<file path="src/rtl/serdes_pkg.sv">
`default_nettype none
// ============================================================================
//  Module      : serdes_pkg
//  Description : Shared SerDes types, default PAM-4 slicer thresholds,
//                serializer state encodings and the Gray-to-binary dibit
//                decode used by both the RX slicer and the TX Gray bench.
//  Revision    : 1.0 - initial release
// ============================================================================
package serdes_pkg;

    typedef logic [1:0]        pam4_sym_t;
    typedef logic [1:0]        dibit_t;
    typedef logic signed [7:0] volt_t;

    // Default slicer thresholds (eye centres for nominal levels -96/-32/32/96)
    localparam volt_t c_TH_LOW_DEFAULT  = -8'sd64;
    localparam volt_t c_TH_MID_DEFAULT  =  8'sd0;
    localparam volt_t c_TH_HIGH_DEFAULT =  8'sd64;

    // Serializer states: the state names the bit currently driven
    localparam logic [1:0] c_ST_IDLE = 2'd0;
    localparam logic [1:0] c_ST_MSB  = 2'd1;
    localparam logic [1:0] c_ST_LSB  = 2'd2;

    // Gray symbol to binary dibit: 00->00, 01->01, 11->10, 10->11
    function automatic dibit_t gray2bin_dibit(input pam4_sym_t sym);
        return {sym[1], sym[1] ^ sym[0]};
    endfunction

endpackage
`default_nettype wire

</file>
<file path="src/rtl/sync_fifo_dibit.sv">
`default_nettype none
// ============================================================================
//  Module      : sync_fifo_dibit
//  Description : Synchronous dibit FIFO with occupancy output. A push into a
//                full FIFO succeeds only when a pop happens in the same cycle;
//                otherwise it is refused and push_accepted stays low.
//  Ports       : clk, rst          - clock, synchronous active-high reset
//                push, push_data   - write request and data
//                push_accepted     - the write was stored this cycle
//                pop, pop_data     - read request, head-of-queue data
//                level, empty      - occupancy and empty flag
//  Revision    : 1.0 - initial release
// ============================================================================
module sync_fifo_dibit
    import serdes_pkg::*;
#(
    parameter int DEPTH = 4
) (
    input  logic                   clk,
    input  logic                   rst,
    input  logic                   push,
    input  dibit_t                 push_data,
    output logic                   push_accepted,
    input  logic                   pop,
    output dibit_t                 pop_data,
    output logic [$clog2(DEPTH):0] level,
    output logic                   empty
);

    localparam int               c_AW         = $clog2(DEPTH);
    localparam logic [c_AW:0]    c_FULL_LEVEL = DEPTH[c_AW:0];

    dibit_t            r_mem [DEPTH];
    logic [c_AW-1:0]   r_wr_ptr;
    logic [c_AW-1:0]   r_rd_ptr;
    logic [c_AW:0]     r_level;

    logic              w_pop_ok;
    logic              w_push_ok;

    // A pop frees a slot in the same cycle, so a full FIFO can still accept
    assign w_pop_ok  = pop  && (r_level != '0);
    assign w_push_ok = push && ((r_level != c_FULL_LEVEL) || w_pop_ok);

    // Depth is a power of two, so pointers wrap naturally
    always_ff @(posedge clk) begin
        if (rst) begin
            r_wr_ptr <= '0;
            r_rd_ptr <= '0;
            r_level  <= '0;
        end else begin
            if (w_push_ok) begin
                r_wr_ptr <= r_wr_ptr + c_AW'(1);
            end
            if (w_pop_ok) begin
                r_rd_ptr <= r_rd_ptr + c_AW'(1);
            end
            case ({w_push_ok, w_pop_ok})
                2'b10:   r_level <= r_level + (c_AW+1)'(1);
                2'b01:   r_level <= r_level - (c_AW+1)'(1);
                default: r_level <= r_level;
            endcase
        end
    end

    always_ff @(posedge clk) begin
        if (w_push_ok) begin
            r_mem[r_wr_ptr] <= push_data;
        end
    end

    assign pop_data      = r_mem[r_rd_ptr];
    assign level         = r_level;
    assign empty         = (r_level == '0);
    assign push_accepted = w_push_ok;

endmodule
`default_nettype wire

</file>
<file path="src/rtl/pam4_slicer_decoder.sv">
`default_nettype none
// ============================================================================
//  Module      : pam4_slicer_decoder
//  Description : PAM-4 receive slicer. Slices a signed 8-bit sample into a
//                PAM-4 symbol, Gray-decodes it to a dibit, buffers dibits in a
//                FIFO and serialises them MSB-first as a 1-bit stream.
//  Ports       : clk, rst                       - clock, sync active-high reset
//                voltage_level_in(_valid)       - signed sample and its valid
//                clr_stats                      - clears overflow / sym_count
//                data_out, data_out_valid       - recovered bit stream
//                overflow                       - sticky dropped-dibit flag
//                fifo_level                     - FIFO occupancy
//                sym_count                      - saturating accepted symbols
//                hist_l0..hist_l3               - per-level counters, present
//                                                 only with SYMBOL_HIST_EN
//  Options     : `define SYMBOL_HIST_EN to add the per-level histogram.
//  Revision    : 1.0 - initial release
// ============================================================================
module pam4_slicer_decoder
    import serdes_pkg::*;
#(
    parameter volt_t TH_LOW     = c_TH_LOW_DEFAULT,
    parameter volt_t TH_MID     = c_TH_MID_DEFAULT,
    parameter volt_t TH_HIGH    = c_TH_HIGH_DEFAULT,
    parameter int    FIFO_DEPTH = 4
) (
    input  logic                        clk,
    input  logic                        rst,
    input  volt_t                       voltage_level_in,
    input  logic                        voltage_level_in_valid,
    input  logic                        clr_stats,
    output logic                        data_out,
    output logic                        data_out_valid,
    output logic                        overflow,
    output logic [$clog2(FIFO_DEPTH):0] fifo_level,
    output logic [31:0]                 sym_count
`ifdef SYMBOL_HIST_EN
    ,
    output logic [15:0]                 hist_l0,
    output logic [15:0]                 hist_l1,
    output logic [15:0]                 hist_l2,
    output logic [15:0]                 hist_l3
`endif
);

    // ------------------------------------------------------------------
    // Slicer: a sample equal to a threshold goes to the upper level
    // ------------------------------------------------------------------
    function automatic pam4_sym_t slice(input volt_t v);
        if (v < TH_LOW) begin
            return 2'b00;
        end else if (v < TH_MID) begin
            return 2'b01;
        end else if (v < TH_HIGH) begin
            return 2'b11;
        end else begin
            return 2'b10;
        end
    endfunction

    // ------------------------------------------------------------------
    // Stage 1: registered decoded dibit and one-cycle symbol valid
    // ------------------------------------------------------------------
    dibit_t r_dibit;
    logic   r_sym_v;

    always_ff @(posedge clk) begin
        if (rst) begin
            r_dibit <= '0;
            r_sym_v <= 1'b0;
        end else begin
            r_sym_v <= voltage_level_in_valid;
            if (voltage_level_in_valid) begin
                r_dibit <= gray2bin_dibit(slice(voltage_level_in));
            end
        end
    end

    // ------------------------------------------------------------------
    // Stage 2: dibit FIFO
    // ------------------------------------------------------------------
    logic                        w_pop;
    logic                        w_push_ok;
    logic                        w_fifo_empty;
    dibit_t                      w_pop_data;
    logic [$clog2(FIFO_DEPTH):0] w_level;
    logic [1:0]                  r_state;

    // Pops only from IDLE or LSB, so the next dibit follows the LSB with no
    // bubble. The FIFO is registered, so an empty FIFO is never bypassed.
    assign w_pop = !w_fifo_empty && ((r_state == c_ST_IDLE) || (r_state == c_ST_LSB));

    sync_fifo_dibit #(
        .DEPTH (FIFO_DEPTH)
    ) u_fifo (
        .clk           (clk),
        .rst           (rst),
        .push          (r_sym_v),
        .push_data     (r_dibit),
        .push_accepted (w_push_ok),
        .pop           (w_pop),
        .pop_data      (w_pop_data),
        .level         (w_level),
        .empty         (w_fifo_empty)
    );

    assign fifo_level = w_level;

    // ------------------------------------------------------------------
    // Statistics: clear has priority over a same-cycle event
    // ------------------------------------------------------------------
    logic        r_overflow;
    logic [31:0] r_sym_count;

    always_ff @(posedge clk) begin
        if (rst || clr_stats) begin
            r_overflow  <= 1'b0;
            r_sym_count <= '0;
        end else begin
            if (r_sym_v && !w_push_ok) begin
                r_overflow <= 1'b1;
            end
            if (w_push_ok && (r_sym_count != 32'hFFFF_FFFF)) begin
                r_sym_count <= r_sym_count + 32'd1;
            end
        end
    end

    assign overflow  = r_overflow;
    assign sym_count = r_sym_count;

    // ------------------------------------------------------------------
    // Serializer: registered bit and valid; the LSB is held in r_lsb
    // ------------------------------------------------------------------
    logic r_data_out;
    logic r_data_valid;
    logic r_lsb;

    always_ff @(posedge clk) begin
        if (rst) begin
            r_state      <= c_ST_IDLE;
            r_data_out   <= 1'b0;
            r_data_valid <= 1'b0;
            r_lsb        <= 1'b0;
        end else begin
            case (r_state)
                c_ST_IDLE, c_ST_LSB: begin
                    if (w_pop) begin
                        r_state      <= c_ST_MSB;
                        r_data_out   <= w_pop_data[1];
                        r_lsb        <= w_pop_data[0];
                        r_data_valid <= 1'b1;
                    end else begin
                        // data_out keeps its last value while idle
                        r_state      <= c_ST_IDLE;
                        r_data_valid <= 1'b0;
                    end
                end
                c_ST_MSB: begin
                    r_state      <= c_ST_LSB;
                    r_data_out   <= r_lsb;
                    r_data_valid <= 1'b1;
                end
                default: begin
                    r_state      <= c_ST_IDLE;
                    r_data_valid <= 1'b0;
                end
            endcase
        end
    end

    assign data_out       = r_data_out;
    assign data_out_valid = r_data_valid;

`ifdef SYMBOL_HIST_EN
    // ------------------------------------------------------------------
    // Per-level histogram. The decoded dibit equals the slicer level index
    // (0 = lowest voltage), so it indexes the counters directly.
    // ------------------------------------------------------------------
    logic [15:0] r_hist [4];

    always_ff @(posedge clk) begin
        if (rst || clr_stats) begin
            for (int i = 0; i < 4; i++) begin
                r_hist[i] <= '0;
            end
        end else if (w_push_ok && (r_hist[r_dibit] != 16'hFFFF)) begin
            r_hist[r_dibit] <= r_hist[r_dibit] + 16'd1;
        end
    end

    assign hist_l0 = r_hist[0];
    assign hist_l1 = r_hist[1];
    assign hist_l2 = r_hist[2];
    assign hist_l3 = r_hist[3];
`endif

endmodule
`default_nettype wire

</file>
<file path="config.mk">
export PLATFORM = sky130hd
export DESIGN_NAME = pam4_slicer_decoder
export DESIGN_NICKNAME = d
export VERILOG_FILES = /design/src/rtl/serdes_pkg.sv /design/src/rtl/sync_fifo_dibit.sv /design/src/rtl/pam4_slicer_decoder.sv
export SDC_FILE = /design/constraint.sdc
export NUM_CORES = 1
export LEC_CHECK = 0
export BUFFER_PORTS_ARGS = -buffer_cell sky130_fd_sc_hd__buf_2
export CORE_UTILIZATION = 40
export CTS_CLUSTER_DIAMETER = 80
export DETAILED_ROUTE_END_ITERATION = 10
export GPL_ROUTABILITY_DRIVEN = 0
export PLACE_DENSITY = 0.7
export SLEW_MARGIN = 15
export SYNTH_ARGS = -nofsm -noshare
export SYNTH_HDL_FRONTEND = slang
export SYNTH_SLANG_ARGS = --single-unit
</file>
<file path="constraint.sdc">
create_clock -name clk -period 2.1 [get_ports clk]
set_input_delay 0.21 -clock clk [delete_from_list [all_inputs] [get_ports clk]]
set_output_delay 0.21 -clock clk [all_outputs]
set_load 0.02 [all_outputs]
</file>
==> metrics.yaml <==
min_period_ns: 2.00
holdBufCountCts: 0
cts.path.max_buffers: 2
setup_tns_ns: 0
synth-edff-count: 8
synth-seq-cells: 58
max_stage_delay_ns: 0.59
cts_root_buffer: "clkbuf_8"
skew_ns: 0.00492
synth_commonest_cells: "50 x dfxtp_1, 29 x a21oi_1, 27 x nand2_1"
cts_tree: "yes"
synth_area_per_cell_um2: 9.29
post_synth_inst_count: 301
clkLatencyLatePin_ns: 0.34
hold_viol: 0
diodes: 0
cp_top_family: "simple AND/OR/NAND/NOR gates"
start_util_pct: 41.4
dr_total_vias: 2498
grt_pass1_vias: 2389
cp_num_buf_inv: 1
grt.total_usage_pct: 19.1
place.port_buffers: 43
path_cells: "ha_1, nand4_2, buf_4, or4_4, a31oi_1, a41o_1"
post-cts-setup-buffer-count: 0
start_kind: "flop"
synth_simple_gate_area_share_pct: 27.7
max_freq_mhz: 500
synth-compound-area-share_pct: 15.5
fillers: 635
cp.required_ns: 2.39
slew_headroom_pct: 56.9
whs_ns: 0.102
nets: 375
drc_errors: 0
coreArea_mm2: 0.00676
finalSetupViolations: 0
p_per_area_mw_per_mm2: 868
synth.area.top_cells: "dfxtp_1 36%, edfxtp_1 8.6%, a21oi_1 5.2%"
muxShareOfSynthArea_pct: 2.68
dpl-instance-area_mm2: 0.00314
seq_area_frac_synth_pct: 44.4
dpl.hpwl_um: 4450
antenna_found_initial: 0
ys.flop_type: "dfxtp_1"
h-tree-depth: 3
viasPerCell: 5.66
r2r_slack_ns: 0.1
numCtsBuffers: 9
grt_pass1_wl_um: 11000
async_flop_share_pct: 0
yosysWarnings: 0
drive_gt1_share_pct: 24.4
clk_pin_slew_ns: 0.07
drtAntennaViolNets: 0
synth_top_area_share_pct: 35.8
rsz0062_at_grt: "no"
grt_max_degree: 29
post-route-period-util_pct: 95.3
p_total_w: 0.00290
tightest_slew_ns: 0.644
fin_ws_ns: 0.0993
cts_sinks: 58
grt-ovfl-total: 0
arrival_ns: 2.29
drv_slew: 0
synthXorXnorAreaFrac_pct: 2.19
dr.pass1.iters: 4
worstPathMaxFanout: 7
synth_top_family_by_area: "simple AND/OR/NAND/NOR gates"
cts_resized: 0
wl_per_cell_um: 14.7
synth_fa_ha_area_share_pct: 3.40
cp_slowest_cell: "or4_4"
p_leak_nw: 1.32
dp_slack_ns: 0.0792
synth_top_area_cell: "dfxtp_1"
num_rows: 30
drv_cap: 0
postLayoutCellArea_mm2: 0.00334
criticalPathCategory: "flop to flop"
yosysMostFrequentCell: "dfxtp_1"
hold_class: "input port to flop"
area_growth_pct: 19.5
routed_wirelength_um: 6490
fp.dieW_um: 85.6
syn_nets: 320
dr.first_iter.drc_count: 96
synth_cell_type_count: 54
end_kind: "flop"
syn_area_mm2: 0.00280
outcome: "finished clean"
num_io_pins: 50
die_area_mm2: 0.00733
vdd_drop_max_mv: 0.326
die-height_um: 85.6
==> logic make-up (layout without fill, tap and decap cells) <==
kind of cell    Yosys count  count (layout)
buf+inv                  23              83
compound gates           71              71
mux                       5               5
xor+xnor                  7               7
fa+ha+maj                 7               7
flops                    58              58
simple gates            130             130
==> layout make-up <==
type | count | area (um^2) | area share (%)
multi-input combinational | 220 | 1460 | 43.5
clock buffer | 9 | 124 | 3.71
inverter | 9 | 33.8 | 1.01
timing repair buffer | 58 | 328 | 9.81
sequential | 58 | 1240 | 37.1
clock inverter | 7 | 60.1 | 1.80
tap | 80 | 100 | 3.00
==> worst register-to-register path, cell delays in order, from the launching register on <==
cell	delay [ns]
dfxtp_1	0.39
ha_1	0.27
nand4_2	0.16
buf_4	0.20
or4_4	0.59
a31oi_1	0.23
a41o_1	0.11
==> layout by cell type (no fill, tap or decap), types with 12 or more instances in the layout <==
master,instances
dfxtp_1,50
buf_2,43
a21oi_1,29
nand2_1,27
nor2_1,20
buf_4,15
or4_1,14
o21ai_0,13
o31ai_1,13
or3_1,12
nand3_1,12
==> stage by stage <==
step           util [%]  instances
2_1_floorplan         -        301
3_3_place_gp       46.5        425
3_5_place_dp       46.5        425
4_1_cts            49.3        441
5_1_grt            49.5        441
6_report           49.5        441
==> flip-flops by register name, summed over array words and instances, names as in the netlist, named ones only <==
register and cells:
data_out 1, data_out_valid 1, overflow 1, r_dibit 2
r_lsb 1, r_state 2, r_sym_v 1, sym_count 32
u_fifo.level 3, u_fifo.r_mem 8, u_fifo.r_rd_ptr 2, u_fifo.r_wr_ptr 2
==> layer usage <==
| metal | track usage, % | share of wire (%) |
|---|---|---|
| met2 | 32.3 | 49 |
| met3 | 5.10 | 3.9 |
| met4 | 8.64 | 2.2 |
| met1 | 22.8 | 45 |
| met5 | 0 | 0 |
==> worst paths after layout <==
kind                             start                    endpoint  cells past startpoint
max          sym_count[0]$_SDFFE_PP0P_  sym_count[13]$_SDFFE_PP0P_                      6
min             voltage_level_in_valid     r_dibit[0]$_SDFFE_PP0P_                      2
max reg2reg  sym_count[0]$_SDFFE_PP0P_  sym_count[13]$_SDFFE_PP0P_                      6
min reg2reg         r_lsb$_SDFFE_PP0P_          r_lsb$_SDFFE_PP0P_                      2
==> where the power goes <==
part	leakage, nW	switching [W]	internal [W]
Clock	0.0854	0.000448	0.000531
Sequential	0.480	0.0000935	0.00123
Combinational	0.751	0.000344	0.000251
No activity file was read; power rests on OpenSTA's default activity.
